--- config.mk ---
export PLATFORM = sky130hd
export DESIGN_NAME = fn_unit_arbiter
export DESIGN_NICKNAME = d
export VERILOG_FILES = /design/src/rtl/fn_unit_arbiter.sv
export SDC_FILE = /design/constraint.sdc
export NUM_CORES = 1
export LEC_CHECK = 0
export BUFFER_PORTS_ARGS = -buffer_cell sky130_fd_sc_hd__buf_2
export CAP_MARGIN = 20
export CORE_AREA = 2 2 96 98
export DETAILED_ROUTE_END_ITERATION = 8
export DIE_AREA = 0 0 98 100
export HOLD_SLACK_MARGIN = 0.1
export PLACE_DENSITY = 0.66
export SLEW_MARGIN = 0
export SYNTH_ARGS = -nofsm -noshare
export SYNTH_HDL_FRONTEND = slang
export SYNTH_SLANG_ARGS = --single-unit
export TNS_END_PERCENT = 20
--- constraint.sdc ---
create_clock -name clk -period 4.71 [get_ports clk]
set_input_delay 0.942 -clock clk [delete_from_list [all_inputs] [get_ports clk]]
set_output_delay 0.942 -clock clk [all_outputs]
set_load 0.01 [all_outputs]
--- src/rtl/fn_unit_arbiter.sv ---
// Round-robin front end that lets NUM_REQ callers share one pipelined function unit.
// Results return in issue order, and a tag FIFO sends each one back to the caller that issued it.
module fn_unit_arbiter #(
  parameter int NUM_REQ   = 4,
  parameter int ARG_W     = 32,
  parameter int RES_W     = 32,
  parameter int MAX_OUTST = 4
) (
  input  logic                           clk,
  input  logic                           rst_n,
  input  logic [NUM_REQ-1:0]             req_valid,
  output logic [NUM_REQ-1:0]             req_ready,
  input  logic [NUM_REQ*ARG_W-1:0]       req_arg,
  output logic [NUM_REQ-1:0]             rsp_valid,
  input  logic [NUM_REQ-1:0]             rsp_ready,
  output logic [RES_W-1:0]               rsp_data,
  output logic                           fu_req_valid,
  input  logic                           fu_req_ready,
  output logic [ARG_W-1:0]               fu_req_arg,
  input  logic                           fu_rsp_valid,
  output logic                           fu_rsp_ready,
  input  logic [RES_W-1:0]               fu_rsp_data,
  output logic [$clog2(MAX_OUTST+1)-1:0] outstanding,
  output logic                           err_unexpected
);
  localparam int IDX_W = $clog2(NUM_REQ);
  localparam int CNT_W = $clog2(MAX_OUTST+1);
  localparam int PTR_W = (MAX_OUTST > 1) ? $clog2(MAX_OUTST) : 1;
  localparam logic [CNT_W-1:0] CNT_MAX  = CNT_W'(MAX_OUTST);
  localparam logic [PTR_W-1:0] PTR_LAST = PTR_W'(MAX_OUTST-1);
  localparam logic [IDX_W-1:0] IDX_LAST = IDX_W'(NUM_REQ-1);

  logic [IDX_W-1:0] rr_ptr_q, rr_ptr_d;
  logic             lock_q, lock_d;
  logic [IDX_W-1:0] locked_idx_q, locked_idx_d;
  logic [IDX_W-1:0] tag_q [MAX_OUTST];
  logic [IDX_W-1:0] tag_d [MAX_OUTST];
  logic [PTR_W-1:0] wr_ptr_q, wr_ptr_d, rd_ptr_q, rd_ptr_d;
  logic [CNT_W-1:0] count_q, count_d;
  logic             err_q, err_d;

  logic [IDX_W-1:0] grant, cand, head;
  logic             can_issue, issue, pop, fifo_empty;

  function automatic logic [PTR_W-1:0] ptr_inc(input logic [PTR_W-1:0] p);
    return (p == PTR_LAST) ? '0 : p + 1'b1;
  endfunction

  // Scan downward so that the lowest offset from rr_ptr is the last one to win.
  always_comb begin
    grant = lock_q ? locked_idx_q : rr_ptr_q;
    cand  = '0;
    if (!lock_q) begin
      for (int k = NUM_REQ-1; k >= 0; k--) begin
        cand = (int'(rr_ptr_q) + k >= NUM_REQ) ? IDX_W'(int'(rr_ptr_q) + k - NUM_REQ)
                                               : IDX_W'(int'(rr_ptr_q) + k);
        if (req_valid[cand]) grant = cand;
      end
    end
  end

  assign can_issue    = (count_q < CNT_MAX);
  assign fu_req_valid = can_issue & (lock_q | (|req_valid));
  assign issue        = fu_req_valid & fu_req_ready;
  assign req_ready    = issue ? (NUM_REQ'(1) << grant) : '0;
  assign fu_req_arg   = req_arg[grant*ARG_W +: ARG_W];

  // Count mirrors FIFO occupancy exactly, so it doubles as the empty flag.
  assign fifo_empty   = (count_q == '0);
  assign head         = tag_q[rd_ptr_q];
  assign rsp_valid    = (!fifo_empty && fu_rsp_valid) ? (NUM_REQ'(1) << head) : '0;
  assign rsp_data     = fu_rsp_data;
  assign fu_rsp_ready = fifo_empty | rsp_ready[head];
  assign pop          = !fifo_empty & fu_rsp_valid & rsp_ready[head];

  assign outstanding    = count_q;
  assign err_unexpected = err_q;

  always_comb begin
    rr_ptr_d     = rr_ptr_q;
    lock_d       = lock_q;
    locked_idx_d = locked_idx_q;
    tag_d        = tag_q;
    wr_ptr_d     = wr_ptr_q;
    rd_ptr_d     = rd_ptr_q;
    count_d      = count_q;
    err_d        = err_q | (fifo_empty & fu_rsp_valid);
    if (fu_req_valid && !fu_req_ready) begin
      lock_d       = 1'b1;
      locked_idx_d = grant;
    end
    if (issue) begin
      lock_d          = 1'b0;
      rr_ptr_d        = (grant == IDX_LAST) ? '0 : grant + 1'b1;
      tag_d[wr_ptr_q] = grant;
      wr_ptr_d        = ptr_inc(wr_ptr_q);
    end
    if (pop) rd_ptr_d = ptr_inc(rd_ptr_q);
    case ({issue, pop})
      2'b10:   count_d = count_q + 1'b1;
      2'b01:   count_d = count_q - 1'b1;
      default: count_d = count_q;
    endcase
  end

  always_ff @(posedge clk or negedge rst_n) begin
    if (!rst_n) begin
      rr_ptr_q     <= '0;
      lock_q       <= 1'b0;
      locked_idx_q <= '0;
      for (int i = 0; i < MAX_OUTST; i++) tag_q[i] <= '0;
      wr_ptr_q     <= '0;
      rd_ptr_q     <= '0;
      count_q      <= '0;
      err_q        <= 1'b0;
    end else begin
      rr_ptr_q     <= rr_ptr_d;
      lock_q       <= lock_d;
      locked_idx_q <= locked_idx_d;
      tag_q        <= tag_d;
      wr_ptr_q     <= wr_ptr_d;
      rd_ptr_q     <= rd_ptr_d;
      count_q      <= count_d;
      err_q        <= err_d;
    end
  end

endmodule

# Word-level counts from Yosys, hierarchy flattened
# Cells that the tools add are included.
dict set report op_classes {
  add_sub_neg 12
  n_lt_le_gt_ge 13
  n_eq_ne 5
  n_shift 3
  n_mux 34
  n_bitwise 10
  reduce_logical 9
}
# operator n
set op_table {}
lappend op_table {{128-bit by 8-bit indexed part select with 32-bit output} 1}
lappend op_table {{2-bit two-way mux} 16}
lappend op_table {{3-bit greater-or-equal comparator (second input constant)} 5}
lappend op_table {{2-bit by 3-bit less-than comparator with 1-bit output (second input constant)} 5}
lappend op_table {{1-bit binary-select mux with 2-bit select} 5}
lappend op_table {{8-bit bitwise mux} 1}
lappend op_table {{2-bit == test (second input constant)} 4}
lappend op_table {{4-bit two-way mux} 2}
lappend op_table {{1-bit by 2-bit << shifter with 4-bit output (first input constant)} 2}
lappend op_table {{2-bit by 1-bit subtractor with 2-bit output (second input constant)} 4}
lappend op_table {{1-bit two-way mux} 7}
lappend op_table {{2-bit by 1-bit adder with 2-bit output (second input constant)} 3}
lappend op_table {{2-bit by 2-bit adder with 3-bit output (second input constant)} 2}
lappend op_table {{2-bit inverter with 3-bit output} 2}
lappend op_table {{3-bit one-hot mux with 2 select lines} 1}
lappend op_table {{1-bit AND} 5}
lappend op_table {{2-bit binary-select mux with 2-bit select} 1}
lappend op_table {{2-bit demux with 2-bit select} 1}
lappend op_table {{2-bit nonzero test} 2}
lappend op_table {{4-bit OR reduction} 1}
lappend op_table {{2-bit by 1-bit adder with 3-bit output (second input constant)} 1}
lappend op_table {{3-bit by 1-bit adder with 3-bit output (second input constant)} 1}
lappend op_table {{2-bit by 3-bit greater-or-equal comparator with 1-bit output (second input constant)} 1}
lappend op_table {{1-bit logical AND} 3}
lappend op_table {{other kinds (7)} 10}
dict set report totals {
  ff_bits 21
  inputBits 172
  output_inout_bits 78
}

# Logic depth before layout (Yosys ltp)
# Gate-level depths: netlist of the first run.
dict set report logic_depth {
  depth_word 12
  depth_mapped 12
}

# Worst setup path after synthesis of the first run
# No wires, ideal clock.
dict set report synth_path {
  path_type {input port to output port}
  from {input req_valid[0]}
  to {output req_ready[0]}
  t_arrival_ns 2.425
  required_time_ns 3.768
  path_slack_ns 1.343
  stages 8
  path_cell_list {mux2_4 -> a22o_1 -> a41o_1 -> a31oi_4 -> buf_6 -> inv_1 -> ha_1 -> and3_1}
}
dict set report synth_between {
  elab_chain_cells 9
  word_cells_on_any_way 19
  cone_classes {shift (1); mux (14); bitwise (3); reduce/logical (1)}
}
# item line
set synth_rtl {}
lappend synth_rtl {{start, declared} 11} ;# input logic [NUM_REQ-1:0] req_valid,
lappend synth_rtl {{1-bit binary-select mux with 2-bit select} 57} ;# if (req_valid[cand]) grant = cand;
lappend synth_rtl {{1-bit two-way mux (not written as such)} 57}
lappend synth_rtl {{2-bit two-way mux (3 in series)} 57}
lappend synth_rtl {{2-bit two-way mux (*)} 57}
lappend synth_rtl {{2-bit two-way mux (*)} 53} ;# if (!lock_q) begin
lappend synth_rtl {{named net grant[0]} 42} ;# logic [IDX_W-1:0] grant, cand, head;
lappend synth_rtl {{1-bit by 2-bit << shifter with 4-bit output (*)} 65} ;# assign req_ready = issue ? (NUM_REQ'(1) << grant) : '0;
lappend synth_rtl {{4-bit two-way mux (*)} 65}
lappend synth_rtl {{end, declared} 12} ;# output logic [NUM_REQ-1:0] req_ready,
# The timed path passes the listed nets; every way through them passes the cells marked *. The select of a mux whose other input is x is not followed.

# Worst setup path after layout of the first run
dict set report layout_path {
  from {input req_valid[0]}
  to {output req_ready[2]}
}
dict set report layout_between {
  elab_chain_cells 9
  word_cells_on_any_way 19
  cone_classes {shift (1); mux (14); bitwise (3); reduce/logical (1)}
}
# item line
set layout_rtl {}
lappend layout_rtl {{1-bit binary-select mux with 2-bit select} 57}
lappend layout_rtl {{1-bit two-way mux (not written as such)} 57}
lappend layout_rtl {{2-bit two-way mux (4 in series)} 57}
lappend layout_rtl {{2-bit two-way mux} 53}
lappend layout_rtl {{1-bit by 2-bit << shifter with 4-bit output} 65}
lappend layout_rtl {{4-bit two-way mux (*)} 65}
# Mark *: on every way between the ends. The rest lies on a longest branch, timed or not. The select of a mux whose other input is x is not followed.

==> results of run 1 <==
==> sequential cells by signal, indices dropped and copies added (netlist names) <==
name and count:
outstanding 3, tag_q 8, lock_q 1, locked_idx_q 2, err_unexpected 1, rd_ptr_q 2
rr_ptr_q 2, wr_ptr_q 2
==> how the worst max path moves through the flow <==
stage                       startpoint        endpoint  slack [ns]  cells after the start
after global placement    req_valid[0]    req_ready[0]        0.97                     10
after floorplan           req_valid[0]    req_ready[0]        1.34                      8
after global routing      req_valid[0]  fu_req_arg[25]        0.78                      8
after detailed placement  req_valid[0]    req_ready[2]        0.92                     10
after CTS                 req_valid[0]    req_ready[2]        0.91                     10
final                     req_valid[0]    req_ready[2]        0.93                     10
==> metal layers <==
layer  up-vias  share of wire
li1       1203              -
met1      1124           0.39
met2       114           0.53
met3        13          0.071
met4         0         0.0085
met5         -              0
==> cell usage after synthesis, types with 2 or more instances <==
master   instances
xor2_1           2
buf_6            4
nand2_1         10
dfrtp_1         21
buf_4           36
mux2i_1        100
ha_1            10
or3_1            3
nor2b_1          2
nor2_1          10
and3_1           4
buf_2            6
o21ai_0          7
mux2_2          10
mux2_1           2
inv_1           14
==> power by group through the flow <==
stage	sequential [mW]	combinational, mW	clock [mW]
2_1_floorplan	0.334	1.46	0
3_5_place_dp	0.363	1.89	0
5_1_grt	0.378	2.05	0.129
6_report	0.358	1.87	0.116
4_1_cts	0.359	1.90	0.120
3_3_place_gp	0.358	1.86	0
==> layout make-up <==
class | instances | area share
Inverter | 15 | 0.01637
Clock buffer | 3 | 0.01200
Tap cell | 111 | 0.04038
Multi-Input combinational cell | 183 | 0.4955
Sequential cell | 21 | 0.1528
Clock inverter | 1 | 0.001455
Timing Repair Buffer | 189 | 0.2816
==> cells by family after synthesis <==
group | count (synthesis) | share of synthesized area
buffers and inverters | 62 | 0.1545
DFF | 21 | 0.2003
muxes | 115 | 0.4573
AOI/OAI and AO/OA | 20 | 0.06056
adders and majority gates | 11 | 0.05532
xor gates and xnor gates | 3 | 0.01002
and+or+nand+nor | 34 | 0.06200
==> layout by cell type (no fill, tap or decap), types with 2 or more instances in the layout <==
cell type	instances
buf_2	185
clkbuf_8	3
inv_1	14
ha_1	10
o21ai_0	7
dfrtp_1	21
and3_1	4
mux2i_1	100
or3_1	3
xor2_1	2
buf_4	3
nor2_1	10
nor2b_1	2
nand2_1	10
mux2_2	10
mux2_1	2
==> worst register-to-register path, stage by stage, from the launching register on <==
cell and delay [ns]:
dfrtp_1 0.45, mux4_1 0.70, mux2i_1 0.19, o22ai_2 0.25
ha_1 0.22, inv_1 0.06, fa_1 0.37, xor2_1 0.15
nor2_1 0.12, xor2_1 0.15
==> metrics.md, run 1 <==
| Metric | Value |
|---|---|
| Net Count, Synth | `roughly 450` |
| Clock-pin slew of the registers on the worst-case setup and hold paths | `roughly 0.080 ns` |
| Worst EP required | `3.77 ns` |
| Crit-path slowest cell | `buf_4` |
| Setup bufs post-CTS | `0` |
| CTS Hold Bufs | `0` |
| Synth async-reset ratio | `1.000` |
| Yosys Warn Count | `0` |
| CTS Sinks | `21` |
| Top cells by area, synth | `mux2i_1 (38%), dfrtp_1 (20%), buf_4 (10%), ha_1 (4.8%), mux2_2 (4.3%)` |
| Share of cells above drive strength 1 | `0.5097` |
| Critical path buffer and inverter count | `4` |
| Register area share after synthesis | `0.2003` |
| Vias per cell | `4.692` |
| All-Layer GR Usage | `0.1325` |
| Total power | `between 2 and 2.5 mW` |
| Share of total power in the clock network | `0.050` |
| Endpoints failing hold | `0` |
| Avg Synthesized Cell Area | `approximately 9.9 µm²` |
| RD Place Congestion | `around 0.8` |
| Hold slack | `0.4733 ns` |
| Area of the multi-input gates | `around 0.0017 mm²` |
| Rows | `35` |
| Mapped cell area | `0.002624 mm²` |
| Core Area | `about 0.0089 mm²` |
| Cell Chain, Critical Path | `buf_2 > mux2_4 > a22o_1 > a41o_1 > a31oi_4 > buf_4 > inv_1 > ha_1 > and3_1 > buf_2` |
| DIE AREA | `roughly 0.0098 mm²` |
| Vias in the first global route | `2323` |
| R2r endpoint | `outstanding[2]` |
| Area leader, netlist | `mux2i_1` |
| Worst-Margin Slew | `slightly below 0.6 ns` |
| Placed Instances | `about 520` |
| First-pass GRT wire length | `10760 µm` |
| Worst hold path cell count | `1` |
| Flip-flop and latch area | `around 530 µm²` |
| Max Cap Violations | `0` |
| Clock skew | `0.002684 ns` |
| Drt wl/cell | `approximately 13 µm` |
| GRT met3 Usage | `0.02089` |
| Starting Density | `0.2951` |
| Cell mode on critical path | `buf_2` |
| GRT met1 Usage | `0.1623` |
| Total routed wirelength | `7026 µm` |
| Power per cell area | `680.9 mW/mm²` |
| Fillers | `roughly 900` |
| Period minus WS final | `3.781 ns` |
| Initial antenna violation count | `0` |
| EDFF count, synth | `0` |
| Synth cell types | `just over 40` |
| Longest Clk Path Bufs | `2` |
| # nets final | `around 600` |
| Worst Min Path Start | `err_unexpected` |
| Leakage power | `between 1.5 and 2 nW` |
| Crit path kind | `input pin to output port` |
| TritonCTS clock tree | `yes` |
| Fin crit share | `0.8028` |
| Run status | `completed` |
| Port Buffer Count | `185` |
| Switching Power | `approximately 1.1 mW` |
| Die width | `a little under 100 µm` |
| Largest net degree at the start of global routing | `35` |
| Clock latency on the worst-skew pair | `roughly 0.26 ns` |
| Root Buffer | `clkbuf_8` |
| Dpl hpwl | `just over 6000 µm` |
| Routed vias | `roughly 2500` |
| Met2 Usage GRT | `0.2466` |
| Setup tns final | `0 ns` |
| Setup violators final | `0` |
| Fin util | `0.3869` |
| Global route hottest layer | `met2` |
| Die Y | `approximately 100 µm` |
| Relative slew slack | `0.6153` |
| Syn Inst Count | `266` |
| Share of the synthesized area in the top cell type | `0.3815` |
| Net Sw Frac | `0.4667` |
| Drt pass-1 iters | `4` |
| Critical Path Fanout Max | `16` |
| Cell count of the worst reg-to-reg path | `9` |
| RR Startpoint | `rd_ptr_q[0]` |
| Hold EP | `err_unexpected` |
| Antenna diodes | `0` |
| Antenna viol nets, final | `0` |
| Placed cell area | `around 0.0034 mm²` |
| Critical Path End Type | `output port` |
| Max stage delay on crit path | `0.29 ns` |
| CTS H-tree lvls | `1` |
| Crit path DAT | `2.84 ns` |
| Non-filler cells, final | `about 520` |
| Starting DRT DRC Count | `42` |
| Setup WS post-layout | `about 0.93 ns` |
| DRC | `0` |
| Cell internal pwr | `1.249 mW` |
| Setup slack at placement | `~0.9 ns` |
| Logic pwr share | `0.797` |
| Worst VDD drop | `between 0.2 and 0.25 mV` |
| Flop pwr share | `0.153` |
| Io pins | `250` |
| Main synth FF type | `dfrtp_1` |
| Worst setup SP type | `input pin` |
| Area grow syn2layout | `31.09%` |
| FF-to-FF setup slack | `roughly 2 ns` |
| Fmax | `0.2645 GHz` |
| Final Instance Area | `roughly 0.0034 mm²` |
| GRT overflow | `0` |
| Seq cells post-synth | `21` |
| RSZ-0062 raised after global routing | `false` |
| Min-Delay Path Class | `register to register` |
| Total CTS buffers | `3` |
| # resized after CTS | `0` |
| Max-slew violation count | `0` |
| CP top delay family | `buffers and inverters` |
No activity file was read; power rests on OpenSTA's default activity.
==> inputs of run 2 (changes only) <==
--- a/config.mk
+++ b/config.mk
@@ -7,11 +7,11 @@
 export LEC_CHECK = 0
 export BUFFER_PORTS_ARGS = -buffer_cell sky130_fd_sc_hd__buf_2
 export CAP_MARGIN = 20
-export CORE_AREA = 2 2 96 98
+export CORE_AREA = 2 2 97 99
 export DETAILED_ROUTE_END_ITERATION = 8
-export DIE_AREA = 0 0 98 100
+export DIE_AREA = 0 0 99 101
 export HOLD_SLACK_MARGIN = 0.1
-export PLACE_DENSITY = 0.66
+export PLACE_DENSITY = 0.67
 export SLEW_MARGIN = 0
 export SYNTH_ARGS = -nofsm -noshare
 export SYNTH_HDL_FRONTEND = slang
==> constraint.sdc (replaced) <==
create_clock -name clk -period 3.2 [get_ports clk]
set_input_delay 0.64 -clock clk [delete_from_list [all_inputs] [get_ports clk]]
set_output_delay 0.64 -clock clk [all_outputs]
set_load 0.01 [all_outputs]
==> metrics.md, run 2 (synthesis gave the netlist of run 1 again) <==
| Metric | Value |
|---|---|
| Setup tns final | `0 ns (unchanged)` |
| Total routed wirelength | `7958 µm (+13%)` |
| Die width | `99 µm (+1.0%)` |
| Area grow syn2layout | `34.91%` |
| Setup violators final | `0 (unchanged)` |
| RR Startpoint | `rd_ptr_q[0]` |
| Starting DRT DRC Count | `33 (-21%)` |
| Vias per cell | `4.694 (about the same)` |
| All-Layer GR Usage | `0.1426 (+0.01014)` |
| CP top delay family | `compound AO/OA/AOI/OAI gates` |
| Max reg flops | `8 (unchanged)` |
| Port Buffer Count | `185 (unchanged)` |
| Routed vias | `2474 (+0.81%)` |
| Longest Clk Path Bufs | `2 (unchanged)` |
| Fmax | `approximately 0.32 GHz` |
| Share of cells above drive strength 1 | `0.5192 (+0.009522)` |
| Most frequent cells in the layout | `buf_2 (185), mux2i_1 (98), dfrtp_1 (20)` |
| Root Buffer | `clkbuf_8` |
| Core Area | `0.008977 mm² (+0.99%)` |
| DIE AREA | `0.009999 mm² (+2.0%)` |
| Worst setup SP type | `register` |
| Leakage power | `2.021 nW (+1.8%)` |
| CTS H-tree lvls | `1 (unchanged)` |
| Initial antenna violation count | `0 (unchanged)` |
| Antenna viol nets, final | `0 (unchanged)` |
| Cell count of the worst reg-to-reg path | `9 (unchanged)` |
| Crit-path slowest cell | `dfrtp_2` |
| Dpl hpwl | `6649 µm (+10%)` |
| Clock skew | `0.004497 ns (+0.001813 ns)` |
| FF-to-FF setup slack | `0.44 ns (-1.53 ns)` |
| Clock-pin slew of the registers on the worst-case setup and hold paths | `0.08 ns (about the same)` |
| Max stage delay on crit path | `0.47 ns (+0.18 ns)` |
| DRC | `0 (unchanged)` |
| Total CTS buffers | `3 (unchanged)` |
| Commonest non-fill, non-tap cell in the layout | `buf_2` |
| Crit path DAT | `2.46 ns (-0.38 ns)` |
| R2r endpoint | `outstanding[2]` |
| Starting Density | `0.2923 (-0.002879)` |
| GRT overflow | `0 (unchanged)` |
| Max-slew violation count | `0 (unchanged)` |
| First-pass GRT wire length | `11640 µm (+8.2%)` |
| Placed cell area | `0.003446 mm² (+1.5%)` |
| Fin util | `0.3943 (+0.007375)` |
| Period minus WS final | `approximately 3.1 ns` |
| Largest net degree at the start of global routing | `26 (-26%)` |
| Run status | `completed` |
| Critical path buffer and inverter count | `3 (-1)` |
| Hold slack | `0.3346 ns (-0.1387 ns)` |
| Most flops, register | `tag_q` |
| Max Cap Violations | `0 (unchanged)` |
| Drt wl/cell | `15.10 µm (+12%)` |
| Worst VDD drop | `0.3605 mV (+52%)` |
| CTS Hold Bufs | `0 (unchanged)` |
| # nets final | `600 (+0.67%)` |
| Vias in the first global route | `2461 (+5.9%)` |
| Cell Chain, Critical Path | `mux2_4 > a22o_1 > a41o_1 > a31oi_4 > buf_12 > buf_16 > mux2i_2 > buf_2` |
| CTS Sinks | `21 (unchanged)` |
| Rows | `35 (unchanged)` |
| Final Instance Area | `0.003540 mm² (+2.9%)` |
| Relative slew slack | `0.6733 (+0.05802)` |
| Critical Path End Type | `output port` |
| Power per cell area | `1055 mW/mm² (+55%)` |
| Worst-Margin Slew | `0.4901 ns (-0.08703 ns)` |
| RD Place Congestion | `0.8591 (+10%)` |
| Endpoints failing hold | `0 (unchanged)` |
| Crit path kind | `register to output port` |
| Io pins | `250 (unchanged)` |
| Clock latency on the worst-skew pair | `0.26 ns (about the same)` |
| Critical Path Fanout Max | `22 (+6)` |
| TritonCTS clock tree | `yes` |
| Worst EP required | `2.56 ns (-1.21 ns)` |
| Drt pass-1 iters | `4 (unchanged)` |
| Die Y | `101 µm (+1.0%)` |
| Antenna diodes | `0 (unchanged)` |
| Min-Delay Path Class | `input pin to asynchronous set/reset pin` |
| Fin crit share | `0.9676` |
-- run 2: cell count changes in the layout (fill, tap and decap cells not counted), sizes merged --
cell,previous run,this run
clkinv,1,0
clkbuf,3,5
buf,189,192
-- run 2: per-layer routing --
layer,global-route usage,routed length (µm),vias up
met3,0.02705,515,19
met2,0.2495,4006,114
met1,0.1765,3279,1130
met5,0,0,-
li1,-,-,1211
met4,0.04636,157,0
-- run 2: final cells by class --
cell class	instances	area, µm²
Tap cell	111	138.9
Fill cell	924	5438
Inverter	15	56.30
Timing Repair Buffer	193	1061
Clock buffer	4	45.04
Multi-Input combinational cell	183	1712
Sequential cell	21	526.8
-- run 2: worst max-delay path by stage --
stage            startpoint  slack, ns  cells past startpoint              to
3_5_place_dp   req_valid[0]       0.06                      9  fu_req_arg[10]
6_report        rr_ptr_q[1]       0.10                      8  fu_req_arg[27]
2_1_floorplan  req_valid[0]       0.44                      8    req_ready[0]
4_1_cts         rr_ptr_q[1]      0.001                      8  fu_req_arg[10]
3_3_place_gp   req_valid[0]       0.17                      9  fu_req_arg[10]
5_1_grt         rr_ptr_q[1]   -0.00006                      8  fu_req_arg[29]
-- run 2: what timing repair did --
item	4_1_cts	5_1_grt
endpoints found under the setup margin	0	24
setup buffers	0	1
resized for setup	0	5
-- run 2: worst register-to-register path: cells and delay by family (launching register included) --
family,cells,cell delay (ns)
adder cells (fa/ha/maj),2,0.60
flip-flops,1,0.45
multiplexers,2,0.90
buffers and inverters,1,0.06
AO/OA/AOI/OAI,1,0.26
AND/OR/NAND/NOR,1,0.12
XOR/XNOR,2,0.30
-- run 2: metrics by stage --
| stage | worst slack [ns] | total power, mW | cells |
|---|---|---|---|
| after floorplan | 0.4372 | 2.636 | 266 |
| after global placement | 0.1681 | 3.401 | 521 |
| after detailed placement | 0.06378 | 3.476 | 521 |
| after CTS | 0.001066 | 3.669 | 525 |
| after global routing | -0.00006128 | 4.058 | 527 |
| final | 0.1037 | 3.734 | 527 |
-- run 2: power breakdown --
group	internal [mW]	switching (mW)	total [mW]
logic	1.53	1.49	3.02
clock network	0.0887	0.0852	0.174
registers	0.407	0.129	0.535
total	2.03	1.71	3.73
==> inputs of run 3 (changes only) <==
--- a/config.mk
+++ b/config.mk
@@ -5,13 +5,13 @@
 export SDC_FILE = /design/constraint.sdc
 export NUM_CORES = 1
 export LEC_CHECK = 0
-export BUFFER_PORTS_ARGS = -buffer_cell sky130_fd_sc_hd__buf_2
 export CAP_MARGIN = 20
-export CORE_AREA = 2 2 97 99
+export CORE_AREA = 2 2 96 98
 export DETAILED_ROUTE_END_ITERATION = 8
-export DIE_AREA = 0 0 99 101
+export DIE_AREA = 0 0 98 100
+export DONT_BUFFER_PORTS = 1
 export HOLD_SLACK_MARGIN = 0.1
-export PLACE_DENSITY = 0.67
+export PLACE_DENSITY = 0.43
 export SLEW_MARGIN = 0
 export SYNTH_ARGS = -nofsm -noshare
 export SYNTH_HDL_FRONTEND = slang
==> metrics.md, run 3 (synthesis gave the netlist of run 1 again) <==
| Metric | Value |
|---|---|
| Routed vias | `1774 (-28%)` |
| Crit path kind | `register to output port` |
| Worst setup SP type | `register` |
| Fin util | `0.2933 (-0.1010)` |
| DR WL met2 | `3153 µm (-21%)` |
| Total routed wirelength | `6401 µm (-20%)` |
| Max reg flops | `8 (unchanged)` |
| Longest Clk Path Bufs | `2 (unchanged)` |
| Clock-pin slew of the registers on the worst-case setup and hold paths | `0.08 ns (about the same)` |
| Cell internal pwr | `1.605 mW (-21%)` |
| Largest net degree at the start of global routing | `49 (+88%)` |
| Run status | `completed` |
| Cell count of the worst reg-to-reg path | `9 (unchanged)` |
| Core Area | `0.008890 mm² (-0.98%)` |
| Power per cell area | `1202 mW/mm² (+14%)` |
| Share of total power in the clock network | `0.056 (+0.009)` |
| Io pins | `250 (unchanged)` |
| Endpoints failing hold | `0 (unchanged)` |
| Net Sw Frac | `0.4880 (+0.03121)` |
| Die Y | `100 µm (-0.99%)` |
| DIE AREA | `0.009800 mm² (-2.0%)` |
| Setup violators final | `0 (unchanged)` |
| GRT overflow | `0 (unchanged)` |
| Worst VDD drop | `0.3262 mV (-9.5%)` |
| Fillers | `933 (+0.97%)` |
| CTS H-tree lvls | `1 (unchanged)` |
| Clock latency on the worst-skew pair | `0.26 ns (about the same)` |
| Most frequent cells in the layout | `mux2i_1 (100), dfrtp_1 (20), inv_1 (14)` |
| Total CTS buffers | `3 (unchanged)` |
| Commonest non-fill, non-tap cell in the layout | `mux2i_1` |
| Relative slew slack | `0.6962 (+0.02291)` |
| Critical Path End Type | `output port` |
| DRC | `0 (unchanged)` |
| Flip-flop and latch area | `526.8 µm² (unchanged)` |
| Switching Power | `1.530 mW (-10%)` |
| Vias per cell | `5.127 (+9.2%)` |
| Port Buffer Count | `0 (-100%)` |
| Leakage power | `1.296 nW (-36%)` |
| RD Place Congestion | `0.7564 (-12%)` |
| Max Cap Violations | `0 (unchanged)` |
| Drt pass-1 iters | `4 (unchanged)` |
| Antenna viol nets, final | `0 (unchanged)` |
| Metal3 WL | `517 µm (+0.39%)` |
| Antenna diodes | `0 (unchanged)` |
| TritonCTS clock tree | `yes` |
| Rows | `35 (unchanged)` |
| Period minus WS final | `3.087 ns (-0.008824 ns)` |
| Starting DRT DRC Count | `57 (+73%)` |
| # nets final | `419 (-30%)` |
| Vias in the first global route | `1635 (-34%)` |
| DR top layer | `met4` |
| Drt wl/cell | `18.50 µm (+23%)` |
| Worst hold path cell count | `1` |
| Worst-Margin Slew | `0.4509 ns (-0.03913 ns)` |
| Initial antenna violation count | `0 (unchanged)` |
| Wl on met1 | `2677 µm (-18%)` |
| All-Layer GR Usage | `0.1162 (-0.02641)` |
| Critical Path Fanout Max | `29 (+32%)` |
| Most flops, register | `tag_q` |
| RSZ-0062 raised after global routing | `false` |
| First-pass GRT wire length | `8990 µm (-23%)` |
| Max-slew violation count | `0 (unchanged)` |
| CTS Sinks | `21 (unchanged)` |
| Share of cells above drive strength 1 | `0.1404 (-0.3788)` |
| Area of the multi-input gates | `0.001704 mm² (-0.44%)` |
| Starting Density | `0.2951 (+0.002879)` |
| Die width | `98 µm (-1.0%)` |
| Root Buffer | `clkbuf_8` |
| Min-Delay Path Class | `register to register` |
| Flop pwr share | `0.175 (+0.032)` |
| Clock skew | `0.006929 ns (+0.002432 ns)` |
| Logic pwr share | `0.770 (-0.040)` |
| Setup tns final | `0 ns (unchanged)` |
| Worst EP required | `2.56 ns (about the same)` |
| Fin crit share | `0.9648 (-0.002757)` |
| Area grow syn2layout | `-0.6199%` |
| Fmax | `0.3239 GHz (+0.29%)` |
| Crit path DAT | `2.45 ns (about the same)` |
| Dpl hpwl | `5476 µm (-18%)` |
## run 3: power groups by stage
| stage | Clock, mW | Combinational (mW) | Sequential (mW) |
|---|---|---|---|
| 6_report | 0.175 | 2.41 | 0.547 |
| 3_3_place_gp | 0 | 2.44 | 0.554 |
| 3_5_place_dp | 0 | 2.44 | 0.555 |
| 2_1_floorplan | 0 | 2.14 | 0.492 |
| 4_1_cts | 0.184 | 2.45 | 0.548 |
| 5_1_grt | 0.198 | 2.62 | 0.571 |
## run 3: layout make-up
class / count / area share
multi-input combinational: 183 / 0.6535
sequential: 21 / 0.2020
tap: 111 / 0.05326
timing repair buffer: 12 / 0.05182
inverter: 15 / 0.02159
clock buffer: 3 / 0.01583
clock inverter: 1 / 0.001919
## run 3: worst paths after layout
check,endpoint,startpoint,slack (ns)
max,fu_req_arg[26],rr_ptr_q[1],0.11
min,tag_q[1],tag_q[1],0.50
max reg2reg,outstanding[2],rd_ptr_q[0],0.47
min reg2reg,tag_q[1],tag_q[1],0.50
max in group asynchronous,rr_ptr_q[1],rst_n,2.20
min in group asynchronous,rd_ptr_q[1],rst_n,0.62
## run 3: metrics by stage
stage | instance area, µm² | instances | hold slack, ns | setup WS (ns) | power [mW]
2_1_floorplan | 2624 | 266 | 0.3444 | 0.4372 | 2.636
3_3_place_gp | 2525 | 340 | 0.3451 | 0.2965 | 2.991
3_5_place_dp | 2525 | 340 | 0.3453 | 0.3048 | 2.991
4_1_cts | 2581 | 345 | 0.4989 | 0.09549 | 3.182
5_1_grt | 2608 | 346 | 0.5111 | 0.04652 | 3.387
6_report | 2608 | 346 | 0.5028 | 0.1125 | 3.135
## run 3: routing by layer
metal  track usage  vias up
met4       0.03312        0
li1              -      851
met3       0.02994        6
met1        0.1540      809
met5             0        -
met2        0.1881      108
## run 3: repair_timing
action                                 CTS  global route
endpoints found under the hold margin   21             0
hold buffers                             1             0
buffers inserted                         0             0
setup endpoints to repair                0             1
gates resized for setup                  0             1
## run 3: critical path, stage by stage, from the launching register on
cell and delay, ns:
dfrtp_2 0.47, mux2_4 0.32, a22o_1 0.19, a41o_1 0.23, a31oi_4 0.19, buf_12 0.24
mux2i_1 0.36, buf_4 0.19
